### config.mk
export PLATFORM = sky130hd
export DESIGN_NAME = mem_bus_arbiter
export DESIGN_NICKNAME = d
export VERILOG_FILES = /design/src/rtl/mem_bus_arbiter_pkg.sv /design/src/rtl/mem_bus_arbiter.sv
export SDC_FILE = /design/constraint.sdc
export NUM_CORES = 1
export LEC_CHECK = 0
export BUFFER_PORTS_ARGS = -buffer_cell sky130_fd_sc_hd__clkbuf_2
export CAP_MARGIN = 20
export CORE_UTILIZATION = 32
export DETAILED_ROUTE_END_ITERATION = 16
export PLACE_DENSITY = 0.8
export SLEW_MARGIN = 25
export SYNTH_ARGS = -nofsm -noshare
export SYNTH_HDL_FRONTEND = slang
export SYNTH_SLANG_ARGS = --single-unit
### constraint.sdc
create_clock -name clk -period 1.28 [get_ports clk]
set_input_delay 0.128 -clock clk [delete_from_list [all_inputs] [get_ports clk]]
set_output_delay 0.128 -clock clk [all_outputs]
set_load 0.05 [all_outputs]
### src/rtl/mem_bus_arbiter_pkg.sv
// rtl/mem_bus_arbiter_pkg.sv - shared types and defaults for the CPU/DMA memory arbiter
package mem_bus_arbiter_pkg;

  localparam int DEF_ADDR_WIDTH     = 16;
  localparam int DEF_DATA_WIDTH     = 8;
  localparam int DEF_MAX_BURST      = 8;
  localparam int DEF_CPU_MIN_CYCLES = 4;

  typedef enum logic [1:0] {
    S_CPU     = 2'd0,
    S_DMA     = 2'd1,
    S_RESTORE = 2'd2
  } arb_state_e;

  // Bits needed to hold 0..max_val inclusive.
  function automatic int cnt_width(input int max_val);
    return (max_val < 1) ? 1 : $clog2(max_val + 1);
  endfunction

endpackage

### src/rtl/mem_bus_arbiter.sv
// rtl/mem_bus_arbiter.sv - shares one sync-read memory between the 6502 core and a DMA requester
// The CPU is stalled via cpu_ready while DMA owns the port; its held address is re-read before release.
module mem_bus_arbiter
  import mem_bus_arbiter_pkg::*;
#(
  parameter int ADDR_WIDTH     = DEF_ADDR_WIDTH,
  parameter int DATA_WIDTH     = DEF_DATA_WIDTH,
  parameter int MAX_BURST      = DEF_MAX_BURST,
  parameter int CPU_MIN_CYCLES = DEF_CPU_MIN_CYCLES
) (
  input  logic                  clk,
  input  logic                  reset,
  input  logic [ADDR_WIDTH-1:0] cpu_address_next,
  input  logic [ADDR_WIDTH-1:0] cpu_address,
  input  logic                  cpu_write,
  input  logic [DATA_WIDTH-1:0] cpu_data_o,
  output logic                  cpu_ready,
  input  logic                  dma_req,
  input  logic                  dma_write,
  input  logic [ADDR_WIDTH-1:0] dma_addr,
  input  logic [DATA_WIDTH-1:0] dma_wdata,
  output logic                  dma_ack,
  output logic [DATA_WIDTH-1:0] dma_rdata,
  output logic                  dma_rvalid,
  output logic                  mem_we,
  output logic [ADDR_WIDTH-1:0] mem_addr_r,
  output logic [ADDR_WIDTH-1:0] mem_addr_w,
  output logic [DATA_WIDTH-1:0] mem_di,
  input  logic [DATA_WIDTH-1:0] mem_do
);

  localparam int BURST_W = cnt_width(MAX_BURST);
  localparam int COOL_W  = cnt_width(CPU_MIN_CYCLES);

  arb_state_e         state;
  arb_state_e         next_state;
  logic [BURST_W-1:0] burst;
  logic [COOL_W-1:0]  cooldown;
  logic               last_beat;

  assign last_beat = (burst == BURST_W'(MAX_BURST - 1));
  assign dma_rdata = mem_do;

  always_comb begin
    next_state = state;
    case (state)
      S_CPU:     if (dma_req && (cooldown == '0)) next_state = S_DMA;
      S_DMA:     if (!dma_req || last_beat) next_state = S_RESTORE;
      S_RESTORE: next_state = S_CPU;
      default:   next_state = S_CPU;
    endcase
  end

  // Port steering; reset gates every strobe so a burst cut by reset leaves no partial write.
  always_comb begin
    dma_ack    = 1'b0;
    mem_we     = 1'b0;
    mem_addr_r = cpu_address_next;
    mem_addr_w = cpu_address;
    mem_di     = cpu_data_o;
    case (state)
      S_CPU: mem_we = cpu_write;
      S_DMA: begin
        dma_ack    = dma_req;
        mem_we     = dma_req & dma_write;
        mem_addr_r = dma_addr;
        mem_addr_w = dma_addr;
        mem_di     = dma_wdata;
      end
      S_RESTORE: mem_addr_r = cpu_address;
      default: ;
    endcase
    if (reset) begin
      dma_ack = 1'b0;
      mem_we  = 1'b0;
    end
  end

  always_ff @(posedge clk) begin
    if (reset) begin
      state      <= S_CPU;
      cpu_ready  <= 1'b1;
      dma_rvalid <= 1'b0;
      burst      <= '0;
      cooldown   <= '0;
    end else begin
      state      <= next_state;
      cpu_ready  <= (next_state == S_CPU);
      dma_rvalid <= dma_ack & ~dma_write;
      case (state)
        S_CPU: if (cooldown != '0) cooldown <= cooldown - COOL_W'(1);
        S_DMA: if (dma_ack) burst <= burst + BURST_W'(1);
        S_RESTORE: begin
          burst    <= '0;
          cooldown <= COOL_W'(CPU_MIN_CYCLES);
        end
        default: ;
      endcase
    end
  end

endmodule
# Word level (Yosys, flattened, before mapping)
# Cells that the tools add are included.
# totals
reg_bits	11
in_bits	77
out_inout_bits	52
elab_cells	40
# op_classes
addsub	2
n_eq_ne	5
mux	14
n_bitwise	3
n_reduce_logical	11
# ops
op	count
$pmux W16 S2	1
$mux W16	1
$mux W8	1
$pmux W4 S2	1
$pmux W3 S2	1
$add A4 B1 Y4 const B	1
$eq A4 B3 Y1 const B	1
$logic_not A2 Y1	2
$mux W2	2
$mux W4	1
$ne A2 B2 Y1 const B	2
$pmux W2 S2	1
$reduce_and A2 Y1	2
$reduce_bool A2 Y1	2
$logic_not A3 Y1	1
$mux W1	3
$mux W3	1
$reduce_bool A3 Y1	1
$sub A3 B1 Y3 const B	1
$and A1 B1 Y1	2
$eq A2 B1 Y1 const B	1
$eq A2 B2 Y1 const B	1
$pmux W1 S2	1
$logic_and A1 B1 Y1	1
other kinds (3)	3

# Logic depth before layout (Yosys ltp)
# depth
ltp_word	5
depth_mapped	7
depth_no_buf	5

# Worst setup path after synthesis
# No wires, ideal clock.
# synth_timing
kind	flip-flop to output port
start	register state[0]
end	output port mem_addr_r[15]
arrival_ns	1.844
t_required_ns	1.152
path_slack_ns	-0.692
stages_incl_launch_ff	7
n_path_buf	2
cell_sequence	dfxtp_1 inv_1 ha_1 buf_2 buf_4 a22oi_1 a21oi_1
# synth_via
elab_chain_len	2
elab_cells_between_ends	3
classes_between	2 x eq/ne; 1 x mux
# synth_lines
item	line	rtl
start: declaration	mem_bus_arbiter.sv:35	arb_state_e state;
start signal: assignment	mem_bus_arbiter.sv:87	state <= next_state;
$eq A2 B2 Y1 / $eq A2 B1 Y1 (equally long branches)	mem_bus_arbiter.sv:61	case (state)
$pmux W16 S2 *	mem_bus_arbiter.sv:61	
end: declaration	mem_bus_arbiter.sv:26	output logic [ADDR_WIDTH-1:0] mem_addr_r,
# Every way passes the cells marked *; elsewhere a longest branch is shown, timed or not.

# Worst setup path in the final report
# layout_timing
start	register state[0]
end	output port mem_addr_w[8]
# layout_via
elab_chain_len	2
# layout_lines
item	line	rtl
$eq A2 B1 Y1	mem_bus_arbiter.sv:61	
$mux W16	mem_bus_arbiter.sv:61	
end: declaration	mem_bus_arbiter.sv:27	output logic [ADDR_WIDTH-1:0] mem_addr_w,
# Every way passes these cells.

==> impl_metrics.csv <==
group,metric,value,unit
outcome,outcome,"complete, but fails checks",
outcome,violations,"negative setup slack",
finish,design_area,3390,µm²
sta,finalSetupViolations,53,
critical_path,reg2reg_to,"cooldown[0]",
worst_hold_path,min_path_type,"in -> reg",
critical_path,cp-start-kind,"register",
logic_synthesis,yosysUniqueCellTypes,37,
floorplanning,rows,22,
grt,grt_overflow_total,0,
grt,grtUsageTotal,32.3,%
clock_network,path_clk_slew,60,ps
logic_synthesis,synth_top_cell_area_share,17.2,%
drt,drt-initial-drc-count,143,
logic_synthesis,synthTopCellsByArea,"dfxtp_1 17%, mux2_1 12%, a22oi_1 9.4%",
floorplanning,die_w,65.2,µm
clock_network,cts.sinks,11,
critical_path,crit_fanout,16,
drt,drt_pass1_iterations,4,
sta,tightest_slew,463,ps
power_and_ir_drop,intPower,5340,µW
sta,clock.fmax,0.568,GHz
sta,min_period_over_period,138,%
sta,max-slew-margin-rel,69.0,%
floorplanning,core_area,3740,µm²
logic_synthesis,synth_area_leader_cell,"dfxtp_1",
worst_hold_path,min_path_cells,2,
logic_synthesis,synth_compound_area_share,24.7,%
drt,top_layer,"met4",
power_and_ir_drop,vdd_ir_drop_max,2.70,mV
power_and_ir_drop,p_seq_share,4.9,%
placement,hpwl,3720,µm
critical_path,ff2ff_setup_slack,-430,ps
finish,num_antenna_cells,0,
clock_network,htree_levels,1,
logic_synthesis,synth-xor-area-share,0,%
sta,final.setup.worst_slack,-481,ps
sta,hold_viol,0,
flow_run,maxCapViolCount,0,
sta,rsz0062_at_grt,"yes",
sta,worst_hold_slack,72.8,ps
power_and_ir_drop,power.share.clock,3.7,%
worst_hold_path,worstHoldStart,"dma_write",
power_and_ir_drop,switchingPower,5470,µW
critical_path,worst_setup_path_end_kind,"output pin",
clock_network,cts_tree,"built",
drt,postRouteAntennaNets,0,
drt,via_per_inst,6.01,
grt,grt_max_degree,21,
drt,met3_length,589,µm
power_and_ir_drop,pwr-share-comb,91.5,%
logic_synthesis,synth_top_family_by_area,"compound AO/OA/AOI/OAI gates",
logic_synthesis,synthMuxAreaShare,21.9,%
clock_network,cts_hold_repair.buffers,0,
sta,period_needed,1760,ps
logic_synthesis,syn_area_per_cell,7.98,µm²
floorplanning,ios,129,
sta,slew_viol_final,0,
finish,nets,389,
logic_synthesis,ys_ff_latch,11,
critical_path,path_class,"reg -> out",
critical_path,rr_worst_depth,7,
drt,wl_met1,2630,µm
sta,clock_skew,4.85,ps
placement,globalplace.congestion,0.799,
power_and_ir_drop,swShare,50.6,%
logic_synthesis,syn_nets,243,
logic_synthesis,yosysWarnings,0,
clock_network,clock_latency,250,ps
clock_network,cts_root_buffer,"clkbuf_8",
drt,wl_per_cell,24.3,µm
floorplanning,start_util,34.1,%
floorplanning,die_y,65.2,µm
power_and_ir_drop,power-per-cell-area,3190,nW/µm²
critical_path,cp.arrival,1630,ps
drt,drc,0,
critical_path,cp.required,1150,ps
logic_synthesis,synth_area,1280,µm²
critical_path,timing.rr.start,"state[1]",
floorplanning,dieArea,4250,µm²
logic_synthesis,seq_area_frac_synth,17.2,%
drt,wl,8580,µm
finish,layout-drive-gt1-share,83.6,%
clock_network,numCtsBuffers,3,
power_and_ir_drop,p_leak,0.00151,µW
finish,fin_util,90.5,%
finish,final_common_cell,"clkbuf_2",
logic_synthesis,synth_adder_area_share,5.88,%
drt,met2_length,4510,µm
logic_synthesis,synth-simple-area-share,18.8,%
placement,dpl_cell_area,2530,µm²
grt,grt_pass1_vias,1945,
placement,place_ws,-221,ps
logic_synthesis,netlist_instances,160,
grt,grt_pass1_wl,10000,µm
clock_network,clockBufferDepth,2,
grt,antenna_found_initial,0,
finish,final_cell_mix,"70 x clkbuf_2, 32 x buf_8, 25 x buf_4",
placement,io_buffers,112,
worst_hold_path,hold_path_end,"dma_rvalid",
drt,vias,2123,
finish,syn_to_final_growth,165,%
[logic make-up after synthesis]
kind of cell	after synthesis
compound gates	50
buf+inv	25
fa+ha+maj	6
simple gates	43
flops	11
mux	25
[critical path, stage by stage (launching register included)]
cell and delay, ps:
dfxtp_4 360, buf_6 100, ha_4 220, buf_12 200
mux2_4 340, buf_8 150
[layer usage]
metal  GRT usage (%)  up-vias
met5               0        -
met2            64.2      187
li1                -      878
met1            28.9      981
met4            22.8        0
met3            5.03       77
[cells in the mapped netlist]
cell type and count:
mux2_2 10, a21boi_1 1, ha_1 6, nand3b_1 2, a41oi_1 1, clkbuf_1 3
nand4b_1 1, a31o_1 1, o21ai_1 3, nand2b_1 1, inv_1 5, nand3_1 1
a22o_1 1, dfxtp_1 11, and3_1 1, nor3b_1 1, and3b_1 1, buf_6 1
a22oi_1 16, o21ai_0 1, nor2_1 20, mux2i_1 1, nor3_1 1, mux2_1 14
a211oi_1 2, buf_4 10, a21oi_1 22, nor4bb_1 2, a31oi_1 1, and2b_1 1
and3b_2 1, nand4_1 2, o32a_1 1, or4b_1 2, nand2_1 2, nor2b_1 4
buf_2 6
[registers in the layout, summed over array words and instances, names as in the netlist]
name / count
state: 2
cpu_ready: 1
burst: 4
dma_rvalid: 1
cooldown: 3
[area by class of cell]
| type | instances | area (µm²) |
|---|---|---|
| Tap cell | 48 | 60.1 |
| Sequential cell | 11 | 229 |
| Timing Repair Buffer | 161 | 1610 |
| Inverter | 5 | 26.3 |
| Multi-Input combinational cell | 124 | 1420 |
| Fill cell | 144 | 355 |
| Clock buffer | 4 | 45.0 |
[what timing repair did]
item,4_1_cts,5_1_grt
setup buffers,8,8
pin swaps,7,6
endpoints found under the setup margin,52,52
gates cloned,1,1
resized for setup,106,59
[per-stage QoR]
step                      setup TNS (ps)  power, µW  instances
after CTS                         -17920       9500        345
after global routing              -22920      11000        353
after global placement             -7340       7550        332
after floorplan                    -3500       5830        160
final                             -21700      10800        353
after detailed placement           -8300       7650        332
[worst max path at each step]
stage          startpoint             end  cells after the start  slack (ps)
6_report         state[0]   mem_addr_w[8]                      5        -480
5_1_grt          state[1]  mem_addr_r[13]                      7        -510
4_1_cts          state[0]  mem_addr_r[13]                      7        -450
3_5_place_dp     state[0]  mem_addr_r[13]                      7        -220
3_3_place_gp     state[0]  mem_addr_r[14]                      6        -200
2_1_floorplan    state[1]   mem_addr_r[0]                      6        -110
[power by group through the flow]
stage	sequential (µW)	clock (µW)	combinational, µW
4_1_cts	498	373	8630
5_1_grt	531	401	10100
2_1_floorplan	553	0	5280
3_5_place_dp	507	0	7140
3_3_place_gp	507	0	7040
6_report	525	397	9890
No activity file was read; power rests on OpenSTA's default activity.
